## src/rtl/ps2_host_tx.sv

```systemverilog
// ps2_host_tx: PS/2 host-to-device command transmitter with inhibit, request, bit shifting and ACK capture
module ps2_host_tx #(
  parameter int INHIBIT_CYC = 5000,
  parameter int TIMEOUT_CYC = 750000,
  parameter int FILTER_LEN  = 4
) (
  input  logic       clk,
  input  logic       reset,
  input  logic [7:0] tx_data,
  input  logic       tx_valid,
  output logic       tx_ready,
  input  logic       ps2_clk_in,
  input  logic       ps2_dat_in,
  output logic       ps2_clk_oe,
  output logic       ps2_dat_oe,
  output logic       busy,
  output logic       done,
  output logic       ack_ok,
  output logic       err_noack,
  output logic       err_timeout
);
  localparam int CMAX = INHIBIT_CYC > TIMEOUT_CYC ? INHIBIT_CYC : TIMEOUT_CYC;
  localparam int CW   = $clog2(CMAX + 1);
  localparam int FW   = $clog2(FILTER_LEN + 1);

  typedef enum logic [2:0] {IDLE, INHIBIT, REQ, SEND, ACK, WAIT_IDLE} state_t;

  state_t          state_q, state_d;
  logic [CW-1:0]   cnt_q, cnt_d;
  logic [3:0]      bit_q, bit_d;
  logic [9:0]      sh_q, sh_d;
  logic            dat_q, dat_d;
  logic            nack_q, nack_d;
  logic            ack_ok_q, ack_ok_d;
  logic            err_noack_q, err_noack_d;
  logic            err_timeout_q, err_timeout_d;

  logic [1:0]      pad, s1_q, s2_q, filt_q;
  logic [FW-1:0]   fcnt_q [2];
  logic            prev_clk_q;
  logic            fall, timed;

  assign pad = {ps2_dat_in, ps2_clk_in};

  // Synchronize both pads and only accept a level change after FILTER_LEN equal samples (index 0 = clock, 1 = data)
  always_ff @(posedge clk or posedge reset) begin
    if (reset) begin
      s1_q       <= 2'b11;
      s2_q       <= 2'b11;
      filt_q     <= 2'b11;
      prev_clk_q <= 1'b1;
      for (int i = 0; i < 2; i++) fcnt_q[i] <= '0;
    end else begin
      s1_q       <= pad;
      s2_q       <= s1_q;
      prev_clk_q <= filt_q[0];
      for (int i = 0; i < 2; i++) begin
        if (s2_q[i] == filt_q[i]) fcnt_q[i] <= '0;
        else if (fcnt_q[i] == FW'(FILTER_LEN - 1)) begin
          filt_q[i] <= s2_q[i];
          fcnt_q[i] <= '0;
        end else fcnt_q[i] <= fcnt_q[i] + 1'b1;
      end
    end
  end

  assign fall  = prev_clk_q & ~filt_q[0];
  assign timed = state_q == SEND || state_q == ACK || state_q == WAIT_IDLE;

  // State and frame registers; async reset drops both open-drain enables immediately
  always_ff @(posedge clk or posedge reset) begin
    if (reset) begin
      state_q       <= IDLE;
      cnt_q         <= '0;
      bit_q         <= '0;
      sh_q          <= '0;
      dat_q         <= 1'b0;
      nack_q        <= 1'b0;
      ack_ok_q      <= 1'b0;
      err_noack_q   <= 1'b0;
      err_timeout_q <= 1'b0;
    end else begin
      state_q       <= state_d;
      cnt_q         <= cnt_d;
      bit_q         <= bit_d;
      sh_q          <= sh_d;
      dat_q         <= dat_d;
      nack_q        <= nack_d;
      ack_ok_q      <= ack_ok_d;
      err_noack_q   <= err_noack_d;
      err_timeout_q <= err_timeout_d;
    end
  end

  // Next-state: the shift register holds {stop, parity, data} so every falling edge simply drives its LSB
  always_comb begin
    state_d       = state_q;
    cnt_d         = cnt_q;
    bit_d         = bit_q;
    sh_d          = sh_q;
    dat_d         = dat_q;
    nack_d        = nack_q;
    ack_ok_d      = ack_ok_q;
    err_noack_d   = err_noack_q;
    err_timeout_d = err_timeout_q;
    done          = 1'b0;
    if (timed) cnt_d = fall ? '0 : (cnt_q == CW'(TIMEOUT_CYC) ? cnt_q : cnt_q + 1'b1);
    case (state_q)
      IDLE: if (tx_valid) begin
        state_d       = INHIBIT;
        cnt_d         = '0;
        bit_d         = '0;
        sh_d          = {1'b1, ~^tx_data, tx_data};
        nack_d        = 1'b0;
        ack_ok_d      = 1'b0;
        err_noack_d   = 1'b0;
        err_timeout_d = 1'b0;
      end
      INHIBIT: begin
        cnt_d = cnt_q + 1'b1;
        if (cnt_q == CW'(INHIBIT_CYC - 1)) begin
          state_d = REQ;
          cnt_d   = '0;
        end
      end
      REQ: begin
        state_d = SEND;
        cnt_d   = '0;
        dat_d   = 1'b1;
        bit_d   = '0;
      end
      SEND: if (fall) begin
        dat_d = ~sh_q[0];
        sh_d  = sh_q >> 1;
        bit_d = bit_q + 4'd1;
        if (bit_q == 4'd9) state_d = ACK;
      end
      ACK: if (fall) begin
        nack_d  = filt_q[1];
        state_d = WAIT_IDLE;
      end
      WAIT_IDLE: if (filt_q[0] && filt_q[1]) begin
        done        = 1'b1;
        ack_ok_d    = ~nack_q;
        err_noack_d = nack_q;
        state_d     = IDLE;
      end
      default: state_d = IDLE;
    endcase
    if (timed && !fall && !done && cnt_q >= CW'(TIMEOUT_CYC - 1)) begin
      state_d       = IDLE;
      done          = 1'b1;
      ack_ok_d      = 1'b0;
      err_noack_d   = 1'b0;
      err_timeout_d = 1'b1;
    end
  end

  assign tx_ready    = state_q == IDLE;
  assign busy        = ~tx_ready;
  assign ps2_clk_oe  = state_q == INHIBIT || state_q == REQ;
  assign ps2_dat_oe  = state_q == REQ || (state_q == SEND && dat_q);
  assign ack_ok      = ack_ok_q;
  assign err_noack   = err_noack_q;
  assign err_timeout = err_timeout_q;
endmodule

```

## config.mk

```make
export PLATFORM = sky130hd
export DESIGN_NAME = ps2_host_tx
export DESIGN_NICKNAME = d
export VERILOG_FILES = /design/src/rtl/ps2_host_tx.sv
export SDC_FILE = /design/constraint.sdc
export NUM_CORES = 1
export LEC_CHECK = 0
export BUFFER_PORTS_ARGS = -buffer_cell sky130_fd_sc_hd__buf_2
export CAP_MARGIN = 20
export CORE_MARGIN = 2
export CORE_UTILIZATION = 35
export DETAILED_ROUTE_END_ITERATION = 7
export PLACE_DENSITY = 0.51
export SKIP_CTS_REPAIR_TIMING = 1
export SLEW_MARGIN = 0
export SYNTH_ARGS = -nofsm -noshare
export SYNTH_HDL_FRONTEND = slang
export SYNTH_SLANG_ARGS = --single-unit
```

## constraint.sdc

```tcl
create_clock -name clk -period 2.2 [get_ports clk]
set_input_delay 0.22 -clock clk [delete_from_list [all_inputs] [get_ports clk]]
set_output_delay 0.22 -clock clk [all_outputs]
set_load 0.02 [all_outputs]
```

# Word-level counts from Yosys, hierarchy flattened
# Index checks and enable logic that the tools add are counted.
[classes]
n_addsub = 4
n_eq_ne = 21
bitwise = 7
reduce_logical = 29
mux = 40
n_lt_le_gt_ge = 1
[op_table]
columns = ["cell", "n"]
rows = [
  ["$mux 20", 5],
  ["$pmux 20 s3", 1],
  ["$mux 3", 11],
  ["$add 20x1->20 const B", 1],
  ["$eq 20x13->1 const B", 1],
  ["$eq 20x20->1 const B", 1],
  ["$ge 20x20->1 const B", 1],
  ["$mux 10", 2],
  ["$pmux 10 s2", 1],
  ["$pmux 3 s6", 1],
  ["$eq 3x2->1 const B", 4],
  ["$mux 1", 12],
  ["$pmux 4 s3", 1],
  ["$reduce_and 3->1", 4],
  ["$reduce_bool 2->1", 5],
  ["$ne 3x2->1 const B", 3],
  ["$mux 4", 2],
  ["$pmux 1 s2", 4],
  ["$reduce_and 2->1", 4],
  ["$reduce_xnor 8->1", 1],
  ["$add 3x1->3 const B", 2],
  ["$eq 3x3->1 const B", 2],
  ["$ne 2x2->1 const B", 3],
  ["$ne 3x1->1 const B", 2],
  ["other kinds (13)", 28],
]
[word_totals]
regBits = 55
in_bits = 13
wordCells = 118
output_inout_bits = 8

# Logic depth before layout (Yosys ltp)
[depth]
depth_word = 8
ltp_mapped = 8
mapped_depth_nobuf = 7

# Worst setup path after synthesis
# OpenSTA, ideal clock, no wires.
[synth_path]
path_type = "register -> output"
start = "register state_q[1]"
end = "output done"
slack_ps = 206
stages_incl_launch_ff = 7
arrival_ps = 1774
path_buffers = 1
required_ps = 1980
path_cell_list = "dfrtp_1 > buf_2 > and2b_1 > o21ai_1 > or3_1 > a31oi_2 > or2_1"
[synth_via]
elab_chain_len = 7
word_cells_on_any_way = 11
cone_classes = "eq/ne (3); mux (2); reduce/logical (6)"
[synth_lines]
columns = ["element", "line", "source"]
rows = [
  ["start: declaration", "28", "state_t state_q, state_d;"],
  ["start signal: assignment", "83", "state_q <= state_d;"],
  ["$eq 3x2->1 or $eq 3x3->1 (tied branches)", "68", "assign timed = state_q == SEND || state_q == ACK || state_q == WAIT_IDLE;"],
  ["$logic_or 1x1->1 (2 in a row)", "68", ""],
  ["$logic_and 1x1->1 (3 in a row)", "150", "if (timed && !fall && !done && cnt_q >= CW'(TIMEOUT_CYC - 1)) begin"],
  ["$mux 1 *", "150", ""],
  ["end: declaration", "17", "output logic done,"],
]
# Mark *: on every way between the ends. The rest lies on a longest branch, timed or not.

# Worst setup path in the final report
# Same ends and word-level chain as after synthesis.

==> reports/metrics.cfg <==
[run_status]
status = completed

[critical_path]
setup.worst_path.end_class = output pin
start_kind = flop
crit_required_ps = 1980
r2r_start = cnt_q[3]$_DFF_PP0_
criticalPathCategory = flop to output pin
cp_slowest_cell = dfrtp_2
critPathLaunch = state_q[1]$_DFFE_PP0P_
cp_cell_sequence = and2b_2 > o21ai_2 > or3_1 > a31oi_2 > or2_1 > buf_6
cp_max_fo = 5
crit_arrival_ps = 1950
max_stage_delay_ps = 450

[logic_synthesis]
synth_edf_count = 0
synth_flop_cell = dfrtp_1
yosysTopAreaCell = dfrtp_1
ys_warn_count = 0
synth-seq-cells = 55
synthDistinctLibCells = 58
synth_cells = 349
ys_seq_area_frac = 0.4348
syn_avg_cell_area_um2 = 9.128
synth_top_cells_by_count = 48 x dfrtp_1, 39 x o21ai_0, 29 x nand2_1
yosysMostFrequentCell = dfrtp_1
synth_fp_nets = 368
async_reset_ff_frac = 1.000
yosysTopAreaCellShare = 0.3771
netlist_area_um2 = 3186
synth_top_cells_by_area = dfrtp_1 38%, o21ai_0 6.1%, dfstp_2 5.8%

[global_routing]
antenna_found_initial = 0
grt_pass1_vias = 2627
grt_max_degree = 30
grt_use_total = 0.1730
grt_remaining_overflow = 0
grt_pass1_wl_mm = 13.66

[detailed_routing]
postRouteAntennaNets = 0
vias_per_cell = 5.449
routed_wirelength_mm = 8.005
drc = 0
drt-initial-drc-count = 154
routed-via-count = 2741
post_drt_wl_per_cell_um = 15.91
drt_pass1_iterations = 5

[cts]
cts.sinks = 55
tritoncts = built
clockRootBuffer = clkbuf_8
clock_path_buffers = 2
cts_made_buffers = 5
clk_pin_slew_ps = 120
clk_latency_ps = 330
htreeDepth = 2

[final_layout]
diodes = 0
drive_gt1_frac = 0.2405
nets = 413
fillers = 873
stdcell_count = 503
synthToLayoutAreaGrowth_pct = 19.44

[timing]
drv_slew = 0
tightest_slew_ps = 594.3
tns_ps = 0
finalHoldViolCount = 0
period_needed_ps = 2166
rsz0062_at_grt = yes
setup_viol = 0
relSlewSlack = 0.6032
timing.fmax_mhz = 461.8
fin_ws_ps = 34.33
fin_worst_skew_ps = 13.40
layout_worst_path_cycle_share = 0.9844
fin_hold_ws_ps = 196.6

[run]
max-cap-violations = 0

[placement]
portBuffers = 20
dpl.cell_count = 484
dpl_worst_slack_ps = 133.3
dp_hpwl_mm = 5.831
place_congestion = 0.9197

[die]
dieWidth_um = 99.40
pin_count = 21
design.core.area_um2 = 8763
start_util = 0.3635
die_h_um = 99.40
die_area_um2 = 9880
rows = 34

[power_and_ir_drop]
p_switching_mw = 1.987
p_total_mw = 4.519
power.density_nw_per_um2 = 1188
switching_share = 0.4397
ir_worst_vdd_uv = 462.0
power_frac_clock = 0.143
leakagePower_nw = 1.626
share_comb_of_total_power = 0.506
intPower_mw = 2.532
p_seq_frac = 0.351

[min_path]
min_from = tx_data[2]
hp-class = input pin to flop

state kept, by name, summed over array words and instances, names as in the netlist, 2 cells and up:
signal / cells
cnt_q: 20
sh_q: 10
fcnt_q: 6
state_q: 3
s2_q: 2
s1_q: 2
bit_q: 4
filt_q: 2
through the flow:
stage | area (µm²) | util
floorplan | 3186 | -
global placement | 3540 | 0.4039
detailed placement | 3540 | 0.4039
global route | 3805 | 0.4342
CTS | 3640 | 0.4153
finish | 3805 | 0.4342
layout by cell type, fill, tap and decap left out, types with 3 or more instances in the layout:
cell           instances
clkbuf_8               5
ha_1                   5
a22o_1                 3
nor2_1                26
nand2_1               29
nor3_1                 9
or3_1                  3
dfrtp_1               44
dfrtp_2                4
o31ai_1                3
and2_1                 5
o21ai_0               37
and4_1                 3
xnor2_1               10
o211ai_1               8
dlygate4sd3_1          3
mux2i_1                9
o21bai_1               3
a21oi_1               17
a21o_1                 3
a211o_1                3
buf_2                 19
nand4_1                8
buf_4                 31
mux2_2                 3
dfstp_2                7
nor3b_1                3
o22ai_1                4
a22oi_1                9
inv_1                 16
nand3_1                9
nor2b_1                6
metal layers:
metal / track usage / part of all wire
met5: 0 / 0
met4: 0.05163 / 0.011
met3: 0.02811 / 0.041
met2: 0.2672 / 0.45
met1: 0.2503 / 0.50
worst paths after layout:
check	to	slack, ps	cells past startpoint
max	done	30	6
min	sh_q[2]$_DFFE_PP0P_	200	3
max reg2reg	state_q[1]$_DFFE_PP0P_	150	5
min reg2reg	s2_q[1]$_DFF_PP1_	370	0
max in group asynchronous	prev_clk_q$_DFF_PP1_	1080	4
min in group asynchronous	sh_q[6]$_DFFE_PP0P_	490	3
final cells by class:
cell class	count	area, µm²	share of cell area
multi-input combinational	260	1727	0.4538
clock inverter	3	31.28	0.008221
sequential	55	1390	0.3653
timing repair buffer	55	389.1	0.1023
inverter	17	63.81	0.01677
tap	108	135.1	0.03551
clock buffer	5	68.82	0.01809
power groups by stage:
stage	sequential (mW)	combinational, mW	clock (mW)
6_report	1.58	2.29	0.648
5_1_grt	1.63	2.58	0.716
4_1_cts	1.58	2.11	0.677
3_5_place_dp	1.60	2.10	0
3_3_place_gp	1.59	2.09	0
2_1_floorplan	1.53	1.46	0
kinds of logic after synthesis:
| logic type | share of synthesized area |
|---|---|
| fa+ha+maj | 0.02357 |
| simple gates | 0.2109 |
| xor+xnor | 0.03024 |
| buf+inv | 0.04320 |
| mux | 0.03888 |
| flops | 0.4348 |
| compound gates | 0.2184 |
worst max-delay path, delay by kind of cell (launching register included):
kind | cells | cell delay [ps]
simple gates | 3 | 820
flops | 1 | 450
compound gates | 2 | 230
buf+inv | 1 | 120
(Power assumes the default switching activity.)
